$ cat src/rtl/uart_tx_sched_pkg.sv
// Shared types and constants for the UART transmit scheduler.
// The tag-byte option is enabled with UART_TX_SCHED_TAG_EN.
package uart_tx_sched_pkg;

    localparam int unsigned BYTE_W = 8;
    localparam logic [3:0]  TAG_NIBBLE = 4'hA;

    typedef enum logic [2:0] {
        IDLE,
        TAG_START,
        TAG_WAIT,
        START,
        WAIT
    } sched_state_t;

    function automatic logic [BYTE_W-1:0] make_tag(input logic [3:0] id);
        return {TAG_NIBBLE, id};
    endfunction

endpackage

$ cat src/rtl/uart_tx_scheduler_if.sv
// Requester and transmitter handshake bundle for uart_tx_scheduler.
// slave = scheduler side, master = producers plus transmitter side.
interface uart_tx_scheduler_if #(
    parameter int unsigned NUM_REQ = 4
) ();
    import uart_tx_sched_pkg::*;

    logic [NUM_REQ-1:0]        req;
    logic [NUM_REQ*BYTE_W-1:0] req_data;
    logic [NUM_REQ-1:0]        ack;
    logic [NUM_REQ-1:0]        done;
    logic                      tx_start;
    logic [BYTE_W-1:0]         tx_data;
    logic                      tx_busy;

    modport master (
        output req, req_data, tx_busy,
        input  ack, done, tx_start, tx_data
    );

    modport slave (
        input  req, req_data, tx_busy,
        output ack, done, tx_start, tx_data
    );

endinterface

$ cat src/rtl/uart_tx_scheduler_rr_pick.sv
// Combinational round-robin picker: first set request above rr_ptr, with wrap.
module rr_pick #(
    parameter int unsigned NUM_REQ = 4,
    parameter int unsigned ID_W    = $clog2(NUM_REQ)
) (
    input  logic [NUM_REQ-1:0] req,
    input  logic [ID_W-1:0]    rr_ptr,
    output logic               valid,
    output logic [ID_W-1:0]    index
);

    logic [NUM_REQ-1:0] rot;
    int unsigned        start;
    int unsigned        offset;
    int unsigned        sum;

    // Rotating the doubled vector puts lane rr_ptr+1 at bit 0.
    always_comb begin
        start  = 32'(rr_ptr) + 32'd1;
        rot    = NUM_REQ'({req, req} >> start);
        offset = 0;
        for (int unsigned i = NUM_REQ; i > 0; i--) begin
            if (rot[i-1]) begin
                offset = i - 1;
            end
        end
        sum = start + offset;
        if (sum >= NUM_REQ) begin
            sum = sum - NUM_REQ;
        end
        valid = |req;
        index = ID_W'(sum);
    end

endmodule

$ cat src/rtl/uart_tx_scheduler.sv
// Round-robin scheduler sharing one UART transmitter among NUM_REQ producers.
// Define UART_TX_SCHED_TAG_EN to prefix each payload with {4'hA, grant_id}.
module uart_tx_scheduler
    import uart_tx_sched_pkg::*;
#(
    parameter int unsigned NUM_REQ = 4,
    parameter int unsigned ID_W    = $clog2(NUM_REQ)
) (
    input  logic                clk,
    input  logic                rst_n,
    uart_tx_scheduler_if.slave  bus,
    output logic                sched_busy,
    output logic [ID_W-1:0]     grant_id
);

    sched_state_t       state_q, state_n;
    logic               tx_start_q, tx_start_n;
    logic [BYTE_W-1:0]  tx_data_q, tx_data_n;
    logic [NUM_REQ-1:0] ack_q, ack_n;
    logic [NUM_REQ-1:0] done_q, done_n;
    logic [ID_W-1:0]    grant_q, grant_n;
    logic [ID_W-1:0]    rr_q, rr_n;
    logic               busy_q, busy_n;
`ifdef UART_TX_SCHED_TAG_EN
    logic [BYTE_W-1:0]  payload_q, payload_n;
`endif

    logic               pick_valid;
    logic [ID_W-1:0]    pick_idx;
    logic [BYTE_W-1:0]  pick_data;

    rr_pick #(
        .NUM_REQ (NUM_REQ),
        .ID_W    (ID_W)
    ) u_rr_pick (
        .req    (bus.req),
        .rr_ptr (rr_q),
        .valid  (pick_valid),
        .index  (pick_idx)
    );

    assign pick_data = bus.req_data[pick_idx*BYTE_W +: BYTE_W];

    always_comb begin
        state_n    = state_q;
        tx_start_n = tx_start_q;
        tx_data_n  = tx_data_q;
        ack_n      = '0;
        done_n     = '0;
        grant_n    = grant_q;
        rr_n       = rr_q;
`ifdef UART_TX_SCHED_TAG_EN
        payload_n  = payload_q;
`endif
        case (state_q)
            IDLE: begin
                if (pick_valid) begin
                    grant_n    = pick_idx;
                    ack_n      = NUM_REQ'(1) << pick_idx;
                    tx_start_n = 1'b1;
`ifdef UART_TX_SCHED_TAG_EN
                    tx_data_n  = make_tag(4'(pick_idx));
                    payload_n  = pick_data;
                    state_n    = TAG_START;
`else
                    tx_data_n  = pick_data;
                    state_n    = START;
`endif
                end
            end
`ifdef UART_TX_SCHED_TAG_EN
            TAG_START: begin
                if (bus.tx_busy) begin
                    tx_start_n = 1'b0;
                    state_n    = TAG_WAIT;
                end
            end
            TAG_WAIT: begin
                if (!bus.tx_busy) begin
                    tx_data_n  = payload_q;
                    tx_start_n = 1'b1;
                    state_n    = START;
                end
            end
`endif
            START: begin
                if (bus.tx_busy) begin
                    tx_start_n = 1'b0;
                    state_n    = WAIT;
                end
            end
            WAIT: begin
                if (!bus.tx_busy) begin
                    done_n  = NUM_REQ'(1) << grant_q;
                    rr_n    = grant_q;
                    state_n = IDLE;
                end
            end
            default: begin
                tx_start_n = 1'b0;
                state_n    = IDLE;
            end
        endcase
        busy_n = (state_n != IDLE);
    end

    always_ff @(posedge clk or negedge rst_n) begin
        if (!rst_n) begin
            state_q    <= IDLE;
            tx_start_q <= 1'b0;
            tx_data_q  <= '0;
            ack_q      <= '0;
            done_q     <= '0;
            grant_q    <= '0;
            rr_q       <= ID_W'(NUM_REQ - 1);
            busy_q     <= 1'b0;
`ifdef UART_TX_SCHED_TAG_EN
            payload_q  <= '0;
`endif
        end else begin
            state_q    <= state_n;
            tx_start_q <= tx_start_n;
            tx_data_q  <= tx_data_n;
            ack_q      <= ack_n;
            done_q     <= done_n;
            grant_q    <= grant_n;
            rr_q       <= rr_n;
            busy_q     <= busy_n;
`ifdef UART_TX_SCHED_TAG_EN
            payload_q  <= payload_n;
`endif
        end
    end

    assign bus.tx_start = tx_start_q;
    assign bus.tx_data  = tx_data_q;
    assign bus.ack      = ack_q;
    assign bus.done     = done_q;
    assign sched_busy   = busy_q;
    assign grant_id     = grant_q;

endmodule

$ cat src/flat_wrapper.sv
// flat-port wrapper written by rule: the top's interface ports become plain ports
module uart_tx_scheduler_flat import uart_tx_sched_pkg::*;
#(
    parameter int unsigned NUM_REQ = 4,
    parameter int unsigned ID_W    = $clog2(NUM_REQ)
)
  (clk, rst_n, sched_busy, grant_id, bus_req, bus_req_data, bus_tx_busy, bus_ack, bus_done, bus_tx_start, bus_tx_data);
  uart_tx_scheduler_if #(.NUM_REQ(NUM_REQ)) bus_i ();
  input  logic clk;
  input  logic rst_n;
  output logic sched_busy;
  output logic [ID_W-1:0] grant_id;
  input wire logic [$bits(bus_i.req)-1:0] bus_req;
  input wire logic [$bits(bus_i.req_data)-1:0] bus_req_data;
  input wire logic [$bits(bus_i.tx_busy)-1:0] bus_tx_busy;
  output wire logic [$bits(bus_i.ack)-1:0] bus_ack;
  output wire logic [$bits(bus_i.done)-1:0] bus_done;
  output wire logic [$bits(bus_i.tx_start)-1:0] bus_tx_start;
  output wire logic [$bits(bus_i.tx_data)-1:0] bus_tx_data;
  assign bus_i.req = bus_req;
  assign bus_i.req_data = bus_req_data;
  assign bus_i.tx_busy = bus_tx_busy;
  assign bus_ack = bus_i.ack;
  assign bus_done = bus_i.done;
  assign bus_tx_start = bus_i.tx_start;
  assign bus_tx_data = bus_i.tx_data;
  uart_tx_scheduler #(.NUM_REQ(NUM_REQ), .ID_W(ID_W)) u_core (.clk(clk), .rst_n(rst_n), .bus(bus_i), .sched_busy(sched_busy), .grant_id(grant_id));
endmodule
$ cat config.mk
export PLATFORM = sky130hd
export DESIGN_NAME = uart_tx_scheduler_flat
export DESIGN_NICKNAME = d
export VERILOG_FILES = /design/src/rtl/uart_tx_sched_pkg.sv /design/src/rtl/uart_tx_scheduler_if.sv /design/src/rtl/uart_tx_scheduler_rr_pick.sv /design/src/rtl/uart_tx_scheduler.sv /design/src/flat_wrapper.sv
export SDC_FILE = /design/constraint.sdc
export NUM_CORES = 1
export LEC_CHECK = 0
export BUFFER_PORTS_ARGS = -buffer_cell sky130_fd_sc_hd__buf_2
export CORE_MARGIN = 2
export CORE_UTILIZATION = 35
export CTS_BUF_LIST = sky130_fd_sc_hd__clkbuf_4
export DETAILED_ROUTE_END_ITERATION = 10
export SETUP_SLACK_MARGIN = 0.2
export SLEW_MARGIN = 20
export SYNTH_ARGS = -nofsm -noshare
export SYNTH_HDL_FRONTEND = slang
export SYNTH_SLANG_ARGS = --single-unit
$ cat constraint.sdc
create_clock -name clk -period 4.2 [get_ports clk]
set_input_delay 0 -clock clk [delete_from_list [all_inputs] [get_ports clk]]
set_output_delay 0 -clock clk [all_outputs]
set_load 0.01 [all_outputs]
[Word level (Yosys, flattened, before mapping)]
Cells that the tools add are included.
Storage, ports and cells
  register bits after elaboration: 25
  bits in latches: 0
  bits in writable memories: 0
  ROM bits: 0
  input bits: 39
  output and inout bits: 20
  logic and storage cells: 44
  memories: 0
Cells by class
  add/sub/neg operators: 3
  $mul: 0
  div/mod/pow operators: 0
  $lt $le $gt $ge: 1
  equal/unequal tests: 4
  shift operators: 4
  mux-type cells: 16
  bitwise operators: 2
  reduce and logical (&&, ||, !) cells: 6
Operators by type and width (count)
  32-bit 2-to-1 mux: 3
  3-bit by 32-bit adder with 32-bit output: 1
  32-bit by 3-bit >= comparator with 1-bit output, second input constant: 1
  32-bit by 6-bit variable part select with 8-bit output: 1
  8-bit by 32-bit right shift with 4-bit output: 1
  4-bit 2-to-1 mux: 4
  3-bit 2-to-1 mux: 3
  3-bit case mux with 3 select lines: 1
  1-bit by 2-bit left shift with 4-bit output, first input constant: 2
  2-bit 2-to-1 mux: 2
  2-bit AND reduction: 2
  4-bit OR reduction: 1
  2-bit by 1-bit adder with 3-bit output, second input constant: 1
  3-bit by 2-bit == test with 1-bit output, second input constant: 1
  3-bit == test, second input constant: 1
  3-bit zero test: 1
  1-bit case mux with 3 select lines: 1
  3-bit AND reduction: 1
  3-bit nonzero test: 1
  1-bit 2-to-1 mux: 2
  2-bit by 1-bit inequality test with 1-bit output, second input constant: 1
  2-bit inequality test, second input constant: 1
  1-bit inverter: 2
  2-bit by 1-bit subtractor with 2-bit output, second input constant: 1

[Depth between registers and ports, before layout]
Gate-level depths: netlist of run 1.
  word-level depth: 12
  depth in mapped cells: 11
  depth with buffers taken out: 10

[Hierarchy]
From an unflattened synthesis of run 1, not the netlist that was laid out.
Second synthesis, totals
  cells, all modules: 106
  area, all modules: 1356.3 µm²
Modules (own cells, without submodules)
  uart_tx_scheduler: times used 1, cells an instance 80, area an instance 1181.1 µm², seq. area each 628.1 µm²
  rr_pick: times used 1, cells an instance 26, area an instance 175.2 µm², seq. area each 0.0 µm²

[Least setup slack after synthesis of run 1]
OpenSTA, ideal clock, no wires.
  kind: flip-flop to flip-flop
  start: register u_core.rr_q[0]
  end: register u_core.tx_data_q[0] (netlist: u_core.bus.tx_data[0])
  setup time: 95 ps
  arrival time: 2349 ps
  data required time: 4105 ps
  path slack: 1755 ps
  cell stages (with the launch flop): 12
  path buffers: 3
  period minus slack after synthesis: 2445 ps
  cells stage by stage: dfstp_2 buf_2 inv_1 nor3b_1 a21oi_1 o221ai_1 a21oi_1 ha_1 buf_2 clkbuf_1 a221oi_1 o31ai_1
Between the ends
  word-level cells in the longest chain between the ends: 10
  elaborated cells between the ends (all ways): 11
  classes of those cells: add/sub (3); order compare (1); shift (2); mux (5)
Ends and longest elaborated chain
  from (decl): line uart_tx_scheduler.sv:22  | logic [ID_W-1:0] rr_q, rr_n;
  from (signal assigned): line uart_tx_scheduler.sv:115  | rr_q <= ID_W'(NUM_REQ - 1);
  from (signal assigned): line uart_tx_scheduler.sv:127  | rr_q <= rr_n;
  2-bit by 1-bit adder with 3-bit output *: line uart_tx_scheduler_rr_pick.sv:19  | start = 32'(rr_ptr) + 32'd1;
  8-bit by 32-bit right shift with 4-bit output: line uart_tx_scheduler_rr_pick.sv:20  | rot = NUM_REQ'({req, req} >> start);
  2-bit 2-to-1 mux: line uart_tx_scheduler_rr_pick.sv:23  | if (rot[i-1]) begin
  32-bit 2-to-1 mux (3 in a row): line uart_tx_scheduler_rr_pick.sv:23
  3-bit by 32-bit adder with 32-bit output *: line uart_tx_scheduler_rr_pick.sv:27  | sum = start + offset;
  32-bit by 3-bit >= comparator with 1-bit output / 2-bit by 1-bit subtractor with 2-bit output (equally long branches): line uart_tx_scheduler_rr_pick.sv:28, uart_tx_scheduler_rr_pick.sv:29
  2-bit 2-to-1 mux *: line uart_tx_scheduler_rr_pick.sv:28  | if (sum >= NUM_REQ) begin
  32-bit by 6-bit variable part select with 8-bit output *: line uart_tx_scheduler.sv:42  | assign pick_data = bus.req_data[pick_idx*BYTE_W +: BYTE_W];
  to (signal assigned): line uart_tx_scheduler.sv:123  | tx_data_q <= tx_data_n;
  to (decl): line uart_tx_scheduler.sv:18  | logic [BYTE_W-1:0] tx_data_q, tx_data_n;
Mark *: on every way between the ends. The rest lies on a longest branch, timed or not.
A chain may end at the register's enable or synchronous reset.

[Worst setup path in the final report of run 1]
  start: register u_core.rr_q[0]
  end: register u_core.tx_data_q[6] (netlist: u_core.bus.tx_data[6])
Same word-level chain as after synthesis.

==> results of run 1 <==
==> layout make-up <==
type / instances / share of cell area
tap: 50 / 0.03455
clock buffer: 4 / 0.01659
multi-input combinational: 117 / 0.4264
sequential: 25 / 0.3469
timing repair buffer: 60 / 0.1714
inverter: 2 / 0.004147
==> kinds of logic (layout without fill, tap and decap cells) <==
kind of cell / Yosys count / after routing / share of synthesized area
xor+xnor: 2 / 2 / 0.01212
simple gates: 71 / 71 / 0.2598
mux: 1 / 1 / 0.01039
flops: 25 / 25 / 0.4346
compound gates: 41 / 41 / 0.2346
fa+ha+maj: 2 / 2 / 0.01731
buf+inv: 10 / 66 / 0.03117
==> placed cells by master, fill, tap and decap left out, drive strengths merged, types with 3 or more instances in the layout <==
master	count
a221oi	8
buf	58
o31ai	8
a21oi	3
nor3b	5
nor2	12
o21ai	6
nor3	6
clkbuf	4
a2111oi	8
nand2	20
dfrtp	23
nor2b	16
==> final timing paths <==
path                                                    from                                 to  slack, ps
hold reg to reg            u_core.bus.tx_data[0]$_DFFE_PN0P_  u_core.bus.tx_data[0]$_DFFE_PN0P_        490
hold / removal                              bus_req_data[17]  u_core.bus.tx_data[1]$_DFFE_PN0P_         40
setup reg to reg                  u_core.rr_q[0]$_DFFE_PN1P_  u_core.bus.tx_data[6]$_DFFE_PN0P_       1340
setup / recovery                  u_core.rr_q[0]$_DFFE_PN1P_  u_core.bus.tx_data[6]$_DFFE_PN0P_       1340
max in group asynchronous                              rst_n         u_core.rr_q[1]$_DFFE_PN1P_       3620
min in group asynchronous                              rst_n  u_core.bus.tx_data[5]$_DFFE_PN0P_        210
==> metrics by stage <==
| step | std cells | worst slack (ps) |
|---|---|---|
| after CTS | 258 | 1317 |
| after detailed placement | 252 | 1339 |
| final | 258 | 1339 |
| after global routing | 258 | 970.0 |
| after floorplan | 152 | 1755 |
| after global placement | 252 | 1437 |
==> flip-flops by register name, indices dropped and copies added (netlist names) <==
name and flops:
u_core.bus.ack 4, u_core.bus.done 4, u_core.bus.tx_data 8, u_core.bus.tx_start 1, u_core.grant_id 2, u_core.rr_q 2, u_core.sched_busy 1, u_core.state_q 3
==> Yosys cell counts, types with 2 or more instances <==
cell type	n
sky130_fd_sc_hd__nor3_1	5
sky130_fd_sc_hd__nand3_1	2
sky130_fd_sc_hd__nand2_1	20
sky130_fd_sc_hd__o31ai_1	8
sky130_fd_sc_hd__a221oi_1	8
sky130_fd_sc_hd__dfrtp_1	23
sky130_fd_sc_hd__o21ai_0	5
sky130_fd_sc_hd__nor3b_1	5
sky130_fd_sc_hd__buf_2	3
sky130_fd_sc_hd__a2111oi_0	6
sky130_fd_sc_hd__clkbuf_1	4
sky130_fd_sc_hd__nor2_1	12
sky130_fd_sc_hd__ha_1	2
sky130_fd_sc_hd__nor2b_1	16
sky130_fd_sc_hd__a21oi_1	2
sky130_fd_sc_hd__dfstp_2	2
sky130_fd_sc_hd__nand2b_1	2
sky130_fd_sc_hd__inv_1	2
sky130_fd_sc_hd__a2111oi_1	2
==> power by group through the flow <==
stage / combinational, mW / clock, mW / sequential [mW]
2_1_floorplan: 0.548 / 0 / 0.432
3_3_place_gp: 0.744 / 0 / 0.426
3_5_place_dp: 0.754 / 0 / 0.424
4_1_cts: 0.755 / 0.117 / 0.421
5_1_grt: 0.842 / 0.126 / 0.436
6_report: 0.744 / 0.112 / 0.421
==> timing repair <==
item / CTS / global route
endpoints found under the hold margin: 25 / 0
endpoints found under the setup margin: 0 / 0
gates resized for setup: 0 / 0
hold buffers: 2 / 0
==> worst min-delay path: cells and delay by family <==
| family | cells | cell delay (ps) |
|---|---|---|
| buffers and inverters | 1 | 80 |
| AO/OA/AOI/OAI | 2 | 240 |
==> per-layer routing <==
layer | global-route usage | part of all wire | routed length (um)
met1 | 0.2145 | 0.48 | 1610
met2 | 0.2536 | 0.45 | 1533
met3 | 0.03618 | 0.066 | 225
met4 | 0.03750 | 0.0053 | 18
met5 | 0 | 0 | 0
==> tab_implementation.tex, run 1 <==
\begin{tabular}{lr}
\hline
Metric & Value \\
\hline
\multicolumn{2}{l}{\textbf{Outcome}} \\
\quad Result of the run & finished clean \\
\multicolumn{2}{l}{\textbf{Yosys}} \\
\quad Post-synth design cell area & around 0.0014 sq mm \\
\quad Area share of the leading cell type in the synthesized netlist & 0.3983 \\
\quad Post-synthesis sequential area ratio & 0.4346 \\
\quad Synth unique cells & 42 \\
\quad Cell accounting for the most synthesized area & sky130\_fd\_sc\_hd\_\_dfrtp\_1 \\
\quad Leading cell types by total area after synthesis & sky130\_fd\_sc\_hd\_\_dfrtp\_1 (40\%), sky130\_fd\_sc\_hd\_\_nor2b\_1 (6.9\%), sky130\_fd\_sc\_hd\_\_nand2\_1 (5.2\%) \\
\quad Post-synth ARST share & 1.000 \\
\quad Mean cell area of the mapped netlist & 9.507 sq um \\
\quad Number of warning messages in the yosys log & 0 \\
\quad Gate Count Post-Synth & 152 \\
\quad Register bit count reported by yosys & 25 \\
\quad Primary flip-flop cell chosen by synthesis mapping & sky130\_fd\_sc\_hd\_\_dfrtp\_1 \\
\quad Net count after synthesis & a little under 200 \\
\quad Number of flops mapped to enable cells by yosys & 0 \\
\multicolumn{2}{l}{\textbf{Global route}} \\
\quad Via count of the first global-routing pass & 1,184 \\
\quad Number of antenna violations at the first check in global routing & 0 \\
\quad Global-route wire length before repair & around 5500 um \\
\quad Congestion Overflow GR & 0 \\
\quad Largest net degree at the start of global routing & 35 \\
\quad Tot GR Track Use & 0.1577 \\
\multicolumn{2}{l}{\textbf{Setup path}} \\
\quad Crit-path max cell delay & between 800 and 900 ps \\
\quad Critical path cell sequence & inv\_1 -> nor3b\_1 -> a21oi\_1 -> o221ai\_1 -> a21oi\_1 -> ha\_1 -> nor2b\_1 -> a2111oi\_0 -> o31ai\_1 \\
\quad Instance count on the critical path & 9 \\
\quad Critical path launch point type & flop \\
\quad WP buf/inv & 1 \\
\quad Critical setup path kind & flop to flop \\
\quad Endpoint arrival time on the critical path & 3040 ps \\
\quad Endpoint type of the worst setup path & flop \\
\quad Required time of the critical path & $\sim$4400 ps \\
\quad Biggest fanout along the worst timing path & 34 \\
\quad Critical path's slowest cell & sky130\_fd\_sc\_hd\_\_ha\_1 \\
\quad Logic depth of the worst register-to-register path & 9 \\
\quad Most frequent CP cell & sky130\_fd\_sc\_hd\_\_a21oi\_1 \\
\quad Cell family with most CP delay & adder cells \\
\multicolumn{2}{l}{\textbf{Timing}} \\
\quad Slew at the pin closest to its max-slew limit & 884.9 ps \\
\quad Endpoints failing setup & 0 \\
\quad Final count of hold timing violations & 0 \\
\quad Unrepaired setup endpoints after global routing & false \\
\quad Headroom to the max-slew limit & 0.4101 \\
\quad Final clock skew & around 1.3 ps \\
\quad Highest clock rate & $\sim$0.35 GHz \\
\quad Fin. max-slew vios & 0 \\
\quad Smallest hold slack & 43.43 ps \\
\quad Fin Setup TNS & 0 ps \\
\quad Share of the clock period used by the worst path after layout & 0.6813 \\
\quad Final critical-path required period & 2861 ps \\
\multicolumn{2}{l}{\textbf{Clock tree}} \\
\quad TritonCTS clock tree & built \\
\quad Setup bufs post-CTS & 0 \\
\quad Clock Latency Late Sink & between 300 and 400 ps \\
\quad CTS sink count & 25 \\
\quad Num CTS Buffers & 3 \\
\quad Maximum clock insertion buffer count & 2 \\
\quad Max H-tree Level & 1 \\
\quad Root cell of the clock tree & sky130\_fd\_sc\_hd\_\_clkbuf\_4 \\
\quad Clock-pin slew on the worst setup and hold paths & 130 ps \\
\multicolumn{2}{l}{\textbf{Detailed routing}} \\
\quad Post-DR vias/cell & 5.109 \\
\quad Via count & around 1,300 \\
\quad DRT antenna net count & 0 \\
\quad Number of DRC violations after detailed routing & 0 \\
\quad Routed wire length & $\sim$3400 um \\
\quad Wirelength per Cell & between 10 and 15 um \\
\quad Number of iterations in the first detailed-routing pass & 4 \\
\quad Detailed router's first-iteration violation count & 89 \\
\multicolumn{2}{l}{\textbf{Die}} \\
\quad Total I/O pin count & slightly below 60 \\
\quad Initial Util & 0.3613 \\
\quad Die X-Extent & a little under 70 um \\
\quad Placeable core area & 0.004000 sq mm \\
\quad DIE AREA & between 0.004 and 0.005 sq mm \\
\quad Number of rows in the core area & 23 \\
\quad Overall die height & roughly 70 um \\
\multicolumn{2}{l}{\textbf{Placement}} \\
\quad Hpwl dp & around 2600 um \\
\quad Total of buffers placed on input and output ports & 58 \\
\quad Routability cong. & $\sim$0.76 \\
\quad Placed standard-cell area & 0.001760 sq mm \\
\multicolumn{2}{l}{\textbf{Worst hold path}} \\
\quad Hold Crit Class & input pin to flop \\
\quad Hold Crit Depth & 3 \\
\multicolumn{2}{l}{\textbf{Pwr}} \\
\quad Portion of total power attributed to sequential cells & 0.330 \\
\quad Switch Pwr & around 0.60 mW \\
\quad Largest voltage drop on the vdd net & between 0.0002 and 0.0003 V \\
\quad Sum of internal, switching and leakage power & $\sim$1.3 mW \\
\quad Clock group share of total power & 0.088 \\
\quad Combinational share of power & 0.582 \\
\quad Leakage power summed over all cells & about 0.85 nW \\
\quad Switching power as a share of total power & 0.4680 \\
\quad Cell internal power dissipation & 0.6794 mW \\
\quad Power per Cell Area & $\sim$710 mW/mm\^{}2 \\
\multicolumn{2}{l}{\textbf{Cells and area}} \\
\quad Sequential cell area & between 600 and 700 sq um \\
\quad Fillcell total & 392 \\
\quad Area occupied by multi-input gates & 772.0 sq um \\
\quad Share of the core filled with cells in the final layout & 0.4526 \\
\quad Fin nets & 250 \\
\quad Area Growth Syn to Fin & 25.28\% \\
\quad Post-route standard cell area excluding fillers & 0.001810 sq mm \\
\quad Antenna cells & 0 \\
\quad Layout cell share with drive strength beyond 1 & 0.3462 \\
\multicolumn{2}{l}{\textbf{Flow run}} \\
\quad Max\_cap viols & 0 \\
\hline
\end{tabular}
Note: power is estimated with default switching activity, not from simulation.
==> inputs of run 2 (changes only) <==
- clock period: 4.2 -> 2.69 ns (I/O delays scaled with it)
==> run 2 against run 1 <==
Effect of this change:
- die area is the same
- combinational power is 120% higher
- routed wire length increased by 11%
- sequential cell count did not move
- maximum frequency up 18%
- final cell count is 3.1% higher
- critical endpoint is now u_core.bus.tx_data[1]$_DFFE_PN0P_
- clock skew up 8.4 ps
- first-iteration DRC count down 25%
- via count up 3.5%
- clock-buffer cell count down 1
- worst hold slack got worse by 19 ps
- highest routed layer unchanged
==> tab_implementation.tex, run 2 (synthesized netlist as in run 1, its figures left out) <==
\begin{tabular}{lr}
\hline
Metric & Value \\
\hline
\multicolumn{2}{l}{\textbf{Outcome}} \\
\quad Result of the run & finished clean \\
\multicolumn{2}{l}{\textbf{Placement}} \\
\quad Total of buffers placed on input and output ports & 58 \\
\quad Hpwl dp & roughly 2500 um \\
\quad Placed standard-cell area & between 0.0015 and 0.002 sq mm \\
\quad Routability cong. & roughly 0.78 \\
\multicolumn{2}{l}{\textbf{Timing}} \\
\quad Fin. max-slew vios & 0 \\
\quad Final clock skew & a little under 10 ps \\
\quad Share of the clock period used by the worst path after layout & 0.9042 \\
\quad Final critical-path required period & around 2400 ps \\
\quad Headroom to the max-slew limit & 0.5520 \\
\quad Fin Setup TNS & 0 ps \\
\quad Final count of hold timing violations & 0 \\
\quad Highest clock rate & 0.4111 GHz \\
\quad Slew at the pin closest to its max-slew limit & 670.4 ps \\
\quad Endpoints failing setup & 0 \\
\quad Unrepaired setup endpoints after global routing & true \\
\multicolumn{2}{l}{\textbf{Global route}} \\
\quad Number of antenna violations at the first check in global routing & 0 \\
\quad Via count of the first global-routing pass & between 1,000 and 1,500 \\
\quad Tot GR Track Use & 0.1524 \\
\quad Congestion Overflow GR & 0 \\
\quad Global-route wire length before repair & around 5400 um \\
\quad Largest net degree at the start of global routing & 35 \\
\multicolumn{2}{l}{\textbf{Clock tree}} \\
\quad Num CTS Buffers & 3 \\
\quad Root cell of the clock tree & sky130\_fd\_sc\_hd\_\_clkbuf\_4 \\
\quad TritonCTS clock tree & built \\
\quad Max H-tree Level & 1 \\
\quad Maximum clock insertion buffer count & 2 \\
\quad Clock-pin slew on the worst setup and hold paths & $\sim$150 ps \\
\quad CTS sink count & 25 \\
\quad Clock Latency Late Sink & between 300 and 400 ps \\
\multicolumn{2}{l}{\textbf{Pwr}} \\
\quad Switch Pwr & 1.111 mW \\
\quad Portion of total power attributed to sequential cells & 0.270 \\
\quad Power per Cell Area & between 1000 and 1500 mW/mm\^{}2 \\
\quad Clock group share of total power & 0.071 \\
\quad Cell internal power dissipation & 1.308 mW \\
\quad Combinational share of power & 0.660 \\
\quad Switching power as a share of total power & 0.4594 \\
\quad Largest voltage drop on the vdd net & between 0.0006 and 0.0007 V \\
\quad Leakage power summed over all cells & 0.9143 nW \\
\multicolumn{2}{l}{\textbf{Cells and area}} \\
\quad Commonest non-fill, non-tap cells in the layout & sky130\_fd\_sc\_hd\_\_buf\_2 (58), sky130\_fd\_sc\_hd\_\_dfrtp\_1 (23), sky130\_fd\_sc\_hd\_\_nand2\_1 (20) \\
\quad Leading cell type in the layout, fill and taps excluded & sky130\_fd\_sc\_hd\_\_buf\_2 \\
\quad Post-route standard cell area excluding fillers & around 0.002 sq mm \\
\quad Area Growth Syn to Fin & 38.87\% \\
\quad Fin nets & 258 \\
\quad Layout cell share with drive strength beyond 1 & 0.4444 \\
\quad Antenna cells & 0 \\
\quad Max FFs per register & 8 \\
\multicolumn{2}{l}{\textbf{Detailed routing}} \\
\quad Via count & 1,364 \\
\quad Wirelength per Cell & $\sim$14 um \\
\quad Post-DR vias/cell & just over 5 \\
\quad Routed wire length & 3744 um \\
\quad Number of iterations in the first detailed-routing pass & 4 \\
\quad Detailed router's first-iteration violation count & 67 \\
\quad Number of DRC violations after detailed routing & 0 \\
\quad DRT antenna net count & 0 \\
\multicolumn{2}{l}{\textbf{Die}} \\
\quad Initial Util & 0.3613 \\
\quad Number of rows in the core area & 23 \\
\quad DIE AREA & 0.004659 sq mm \\
\quad Placeable core area & around 0.0040 sq mm \\
\quad Die X-Extent & approximately 68 um \\
\quad Total I/O pin count & 59 \\
\quad Overall die height & around 68 um \\
\multicolumn{2}{l}{\textbf{Setup path}} \\
\quad Endpoint arrival time on the critical path & roughly 2600 ps \\
\quad Biggest fanout along the worst timing path & 5 \\
\quad Most frequent CP cell & sky130\_fd\_sc\_hd\_\_a21oi\_2 \\
\quad Endpoint type of the worst setup path & flop \\
\quad Critical path cell sequence & buf\_4 -> nor2\_1 -> a21oi\_2 -> o221ai\_2 -> a21oi\_2 -> ha\_4 -> xor2\_4 -> nand3\_2 -> buf\_6 -> a221oi\_1 -> o31ai\_1 \\
\quad Crit-path max cell delay & around 570 ps \\
\quad Critical setup path kind & flop to flop \\
\quad Cell family with most CP delay & compound AO/OA/AOI/OAI gates \\
\quad Critical path's slowest cell & sky130\_fd\_sc\_hd\_\_dfstp\_2 \\
\quad Required time of the critical path & around 2900 ps \\
\quad Critical path launch point type & flop \\
\quad WP buf/inv & 2 \\
\multicolumn{2}{l}{\textbf{Flow run}} \\
\quad Max\_cap viols & 0 \\
\multicolumn{2}{l}{\textbf{Worst hold path}} \\
\quad Hold Crit Class & input pin to flop \\
\hline
\end{tabular}
[run 2: cell count changes in the layout (fill, tap and decap cells not counted), sizes merged]
| cell | before | now |
|---|---|---|
| clkbuf | 4 | 3 |
| clkinv | 0 | 1 |
| buf | 58 | 65 |
| nor3 | 6 | 7 |
[run 2: power by group through the flow]
stage               sequential [mW]  clock [mW]  combinational [mW]
floorplan                     0.674           0               0.856
global placement              0.666           0                1.27
detailed placement            0.661           0                1.28
CTS                           0.647       0.178                1.31
global route                  0.675       0.190                1.76
finish                        0.653       0.171                1.60
[run 2: cell type report]
| cell class | count | area, sq um |
|---|---|---|
| Clock buffer | 3 | 22.52 |
| Clock inverter | 1 | 5.005 |
| Tap cell | 50 | 62.56 |
| Timing Repair Buffer | 67 | 382.9 |
| Sequential cell | 25 | 628.1 |
| Fill cell | 365 | 1993 |
| Multi-Input combinational cell | 118 | 898.4 |
| Inverter | 2 | 7.507 |
[run 2: metrics by stage]
stage	hold WS (ps)	util	setup slack (ps)	cells	power, mW
floorplan	-295.6	-	245.2	152	1.531
global placement	24.24	0.4489	162.9	255	1.933
detailed placement	28.94	0.4489	131.5	255	1.942
CTS	30.60	0.4648	221.6	263	2.139
global route	26.64	0.5017	97.80	266	2.622
finish	24.02	0.5017	257.8	266	2.419
[run 2: timing repair]
item,CTS,global route
cloned,0,2
hold endpoints to repair,26,0
setup buffers,2,1
endpoints found under the setup margin,8,11
resized for setup,1,27
pin swaps,0,7
hold buffers,2,0
[run 2: worst paths after layout]
path | from | to | slack [ps] | cells after the start
worst max-delay path | u_core.rr_q[0]$_DFFE_PN1P_ | u_core.bus.tx_data[1]$_DFFE_PN0P_ | 260 | 11
worst min-delay path | bus_req_data[22] | u_core.bus.tx_data[6]$_DFFE_PN0P_ | 20 | 3
worst max register to register | u_core.rr_q[0]$_DFFE_PN1P_ | u_core.bus.tx_data[1]$_DFFE_PN0P_ | 260 | 11
worst min register to register | u_core.bus.tx_data[0]$_DFFE_PN0P_ | u_core.bus.tx_data[0]$_DFFE_PN0P_ | 490 | 2
max in group asynchronous | rst_n | u_core.state_q[0]$_DFF_PN0_ | 2120 | 2
min in group asynchronous | rst_n | u_core.bus.tx_data[4]$_DFFE_PN0P_ | 190 | 2
[run 2: worst min-delay path, stage by stage]
cell and delay, ps:
sky130_fd_sc_hd__buf_2 80, sky130_fd_sc_hd__a2111oi_1 70, sky130_fd_sc_hd__o31ai_1 180
[run 2: routing by layer]
| metal | share of wire | vias up | wire length (um) | global-route usage |
|---|---|---|---|---|
| li1 | - | 704 | - | - |
| met1 | 0.45 | 607 | 1700 | 0.1959 |
| met2 | 0.47 | 49 | 1752 | 0.2512 |
| met3 | 0.071 | 4 | 267 | 0.04276 |
| met4 | 0.0064 | 0 | 24 | 0.04000 |
| met5 | 0 | - | 0 | 0 |
==> inputs of run 3 (changes only) <==
- SYNTH_HIERARCHICAL: not set -> 1
==> run 3 against run 2 <==
Effect of this change:
- utilization increased by 0.40 points
- die area shrank 5.8%
- combinational power hardly changed
- routed wire length fell by 19%
- sequential share of layout area is 2.4 points higher
- final cell count fell by 16%
- via count is 20% lower
- critical path type unchanged
- critical endpoint is now u_core/bus.tx_data[2]$_DFFE_PN0P_
- highest routed layer unchanged
==> tab_implementation.tex, run 3 <==
\begin{tabular}{lr}
\hline
Metric & Value \\
\hline
\multicolumn{2}{l}{\textbf{Outcome}} \\
\quad Result of the run & finished clean \\
\multicolumn{2}{l}{\textbf{Yosys}} \\
\quad Number of warning messages in the yosys log & 6 \\
\quad Number of flops mapped to enable cells by yosys & 0 \\
\quad Register bit count reported by yosys & 25 \\
\quad Post-synth design cell area & about 0.0014 sq mm \\
\quad Primary flip-flop cell chosen by synthesis mapping & sky130\_fd\_sc\_hd\_\_dfrtp\_1 \\
\quad Net count after synthesis & 146 \\
\quad Cell accounting for the most synthesized area & sky130\_fd\_sc\_hd\_\_dfrtp\_1 \\
\quad Simple logic cell fraction of the synthesized area & 0.1531 \\
\quad Leading cell types by total area after synthesis & sky130\_fd\_sc\_hd\_\_dfrtp\_1 (42\%), sky130\_fd\_sc\_hd\_\_mux4\_2 (8.3\%), sky130\_fd\_sc\_hd\_\_mux4\_1 (5.8\%) \\
\quad Synth unique cells & 39 \\
\quad Post-synth ARST share & 1.000 \\
\quad Dominant combinational cell family by area after synthesis & multiplexers \\
\quad Arithmetic-cell share of the synthesized area counting full adders, half adders and majority gates & 0.009225 \\
\quad Top cell types by occurrence after synthesis & sky130\_fd\_sc\_hd\_\_dfrtp\_1 (23), sky130\_fd\_sc\_hd\_\_nand2\_1 (10), sky130\_fd\_sc\_hd\_\_inv\_1 (7) \\
\quad Multiplexer share of the synthesized area & 0.2371 \\
\quad Area share of the leading cell type in the synthesized netlist & 0.4244 \\
\quad Post-synthesis sequential area ratio & 0.4631 \\
\quad Mean cell area of the mapped netlist & 12.80 sq um \\
\quad Library cell with the highest instance count after synthesis & sky130\_fd\_sc\_hd\_\_dfrtp\_1 \\
\quad Gate Count Post-Synth & roughly 110 \\
\quad Synthesized-area fraction occupied by ao, oa, aoi and oai cells & 0.07380 \\
\quad Xor and xnor fraction of the mapped netlist area & 0.01292 \\
\multicolumn{2}{l}{\textbf{Setup path}} \\
\quad Most frequent CP cell & sky130\_fd\_sc\_hd\_\_xnor2\_2 \\
\quad R2R Setup Slk & 200 ps \\
\quad Endpoint type of the worst setup path & flop \\
\quad Logic depth of the worst register-to-register path & 9 \\
\quad Critical path launch point type & flop \\
\quad Instance count on the critical path & 9 \\
\quad Biggest fanout along the worst timing path & 6 \\
\quad Crit-path max cell delay & around 600 ps \\
\quad Required time of the critical path & between 2000 and 3000 ps \\
\quad WP buf/inv & 1 \\
\quad Critical path cell sequence & or2b\_1 -> o221ai\_2 -> o21ai\_1 -> ha\_2 -> xnor2\_2 -> xnor2\_2 -> buf\_4 -> mux4\_2 -> mux2\_4 \\
\quad Critical path's slowest cell & sky130\_fd\_sc\_hd\_\_dfstp\_2 \\
\quad Launch point of the worst reg-to-reg path & u\_core/rr\_q[1]\$\_DFFE\_PN1P\_ \\
\quad Reg-to-reg critical path endpoint & u\_core/bus.tx\_data[2]\$\_DFFE\_PN0P\_ \\
\quad Cell family with most CP delay & flip-flops \\
\quad Critical setup path kind & flop to flop \\
\quad Endpoint arrival time on the critical path & 2720 ps \\
\multicolumn{2}{l}{\textbf{Timing}} \\
\quad Final count of hold timing violations & 0 \\
\quad Fin. max-slew vios & 0 \\
\quad Fin Setup TNS & 0 ps \\
\quad Share of the clock period used by the worst path after layout & 0.9261 \\
\quad Final critical-path required period & 2491 ps \\
\quad Endpoints failing setup & 0 \\
\quad Setup ws final & 198.7 ps \\
\quad Slew at the pin closest to its max-slew limit & 596.7 ps \\
\quad Unrepaired setup endpoints after global routing & true \\
\quad Headroom to the max-slew limit & 0.5966 \\
\quad Final clock skew & between 7 and 8 ps \\
\quad Smallest hold slack & around 110 ps \\
\quad Highest clock rate & approximately 0.40 GHz \\
\multicolumn{2}{l}{\textbf{Cells and area}} \\
\quad Fin nets & between 200 and 250 \\
\quad Area Growth Syn to Fin & 37.55\% \\
\quad Post-route standard cell area excluding fillers & $\sim$0.0019 sq mm \\
\quad Leading cell type in the layout, fill and taps excluded & sky130\_fd\_sc\_hd\_\_buf\_2 \\
\quad Layout cell share with drive strength beyond 1 & 0.5829 \\
\quad Fillcell total & approximately 360 \\
\quad Commonest non-fill, non-tap cells in the layout & sky130\_fd\_sc\_hd\_\_buf\_2 (58), sky130\_fd\_sc\_hd\_\_dfrtp\_1 (23), sky130\_fd\_sc\_hd\_\_nand2\_1 (10) \\
\quad Share of the core filled with cells in the final layout & 0.5058 \\
\quad Count of non-filler cells in the finished layout & $\sim$220 \\
\quad Sequential cell area & approximately 630 sq um \\
\quad Antenna cells & 0 \\
\quad Area occupied by multi-input gates & 693.2 sq um \\
\quad Max FFs per register & 8 \\
\multicolumn{2}{l}{\textbf{Placement}} \\
\quad Placed standard-cell area & approximately 0.0017 sq mm \\
\quad Routability cong. & between 0.7 and 0.8 \\
\quad Total of buffers placed on input and output ports & between 50 and 60 \\
\quad Hpwl dp & roughly 2200 um \\
\quad Post-placement setup slack & 60.19 ps \\
\quad DP Cell Count & 210 \\
\multicolumn{2}{l}{\textbf{Flow run}} \\
\quad Max\_cap viols & 0 \\
\multicolumn{2}{l}{\textbf{Detailed routing}} \\
\quad DRT antenna net count & 0 \\
\quad Number of iterations in the first detailed-routing pass & 4 \\
\quad Detailed router's first-iteration violation count & 16 \\
\quad Via count & $\sim$1,100 \\
\quad Number of DRC violations after detailed routing & 0 \\
\quad Wirelength per Cell & approximately 14 um \\
\quad Routed wire length & around 3000 um \\
\quad Post-DR vias/cell & about 4.9 \\
\multicolumn{2}{l}{\textbf{Pwr}} \\
\quad Leakage power summed over all cells & approximately 0.94 nW \\
\quad Largest voltage drop on the vdd net & between 0.0006 and 0.0007 V \\
\quad Sum of internal, switching and leakage power & approximately 2.5 mW \\
\quad Power per Cell Area & about 1300 mW/mm\^{}2 \\
\multicolumn{2}{l}{\textbf{Clock tree}} \\
\quad CTS sink count & 25 \\
\quad Max H-tree Level & 1 \\
\quad Num CTS Buffers & 3 \\
\quad TritonCTS clock tree & built \\
\quad Maximum clock insertion buffer count & 2 \\
\quad Clock-pin slew on the worst setup and hold paths & approximately 140 ps \\
\quad Clock Latency Late Sink & between 300 and 400 ps \\
\quad Root cell of the clock tree & sky130\_fd\_sc\_hd\_\_clkbuf\_4 \\
\multicolumn{2}{l}{\textbf{Global route}} \\
\quad Congestion Overflow GR & 0 \\
\quad Via count of the first global-routing pass & 1,044 \\
\quad Largest net degree at the start of global routing & 26 \\
\quad Number of antenna violations at the first check in global routing & 0 \\
\quad Tot GR Track Use & 0.1437 \\
\quad Global-route wire length before repair & 4761 um \\
\multicolumn{2}{l}{\textbf{Die}} \\
\quad DIE AREA & around 0.0044 sq mm \\
\quad Number of rows in the core area & 22 \\
\quad Total I/O pin count & slightly below 60 \\
\quad Overall die height & 66.25 um \\
\quad Die X-Extent & about 66 um \\
\quad Initial Util & 0.3677 \\
\quad Placeable core area & around 0.0037 sq mm \\
\multicolumn{2}{l}{\textbf{Worst hold path}} \\
\quad Hold Crit Depth & 3 \\
\quad Worst hold path startpoint & bus\_req\_data[19] \\
\quad Endpoint of the worst hold path & u\_core/bus.tx\_data[3]\$\_DFFE\_PN0P\_ \\
\quad Hold Crit Class & input pin to flop \\
\hline
\end{tabular}
run 3: routing by layer:
layer  global-route usage  routed length [um]  vias to the layer above
li1                     -                   -                      526
met1               0.1855                1270                      528
met2               0.2400                1560                       36
met3              0.02215                 136                        6
met4              0.05867                  68                        0
met5                    0                   0                        -
run 3: where the power goes:
| group | internal (mW) | switching [mW] | leakage [nW] |
|---|---|---|---|
| Sequential | 0.539 | 0.134 | 0.310 |
| Combinational | 0.989 | 0.630 | 0.613 |
| Clock | 0.0568 | 0.115 | 0.0139 |
| Total | 1.58 | 0.878 | 0.937 |
run 3: area by class of cell:
class,count,area share
Clock inverter,1,0.004024
Multi-Input combinational cell,69,0.3716
Sequential cell,25,0.3367
Clock buffer,3,0.01207
Timing Repair Buffer,70,0.2280
Inverter,7,0.01543
Tap cell,48,0.03219
run 3: repair_timing:
| action | in CTS | in global routing |
|---|---|---|
| hold endpoints to repair | 27 | 0 |
| gates cloned | 1 | 1 |
| gates resized for setup | 10 | 10 |
| pin swaps | 3 | 6 |
| setup buffers | 4 | 1 |
| endpoints found under the setup margin | 8 | 8 |
| hold buffers | 2 | 0 |
run 3: tightest hold or removal path: cells and delay by family:
family / cells / cell delay, ps
mux: 2 / 340
buf+inv: 1 / 70
run 3: worst max-delay path by stage:
| stage | start | to |
|---|---|---|
| final | u_core/rr_q[1]$_DFFE_PN1P_ | u_core/bus.tx_data[2]$_DFFE_PN0P_ |
| after global routing | u_core/rr_q[1]$_DFFE_PN1P_ | u_core/bus.tx_data[2]$_DFFE_PN0P_ |
| after CTS | u_core/rr_q[1]$_DFFE_PN1P_ | u_core/bus.tx_data[5]$_DFFE_PN0P_ |
| after detailed placement | u_core/rr_q[1]$_DFFE_PN1P_ | u_core/bus.tx_data[7]$_DFFE_PN0P_ |
| after global placement | u_core/rr_q[1]$_DFFE_PN1P_ | u_core/bus.tx_data[0]$_DFFE_PN0P_ |
| after floorplan | u_core/rr_q[1]$_DFFE_PN1P_ | u_core/bus.tx_data[2]$_DFFE_PN0P_ |
run 3: cells by family (layout without fill, tap and decap cells):
| logic type | after synthesis | after routing |
|---|---|---|
| AND/OR/NAND/NOR | 34 | 34 |
| flip-flops | 25 | 25 |
| multiplexers | 18 | 18 |
| AO/OA/AOI/OAI | 14 | 14 |
| buffers and inverters | 12 | 81 |
| XOR/XNOR | 2 | 2 |
| adder cells (fa/ha/maj) | 1 | 1 |
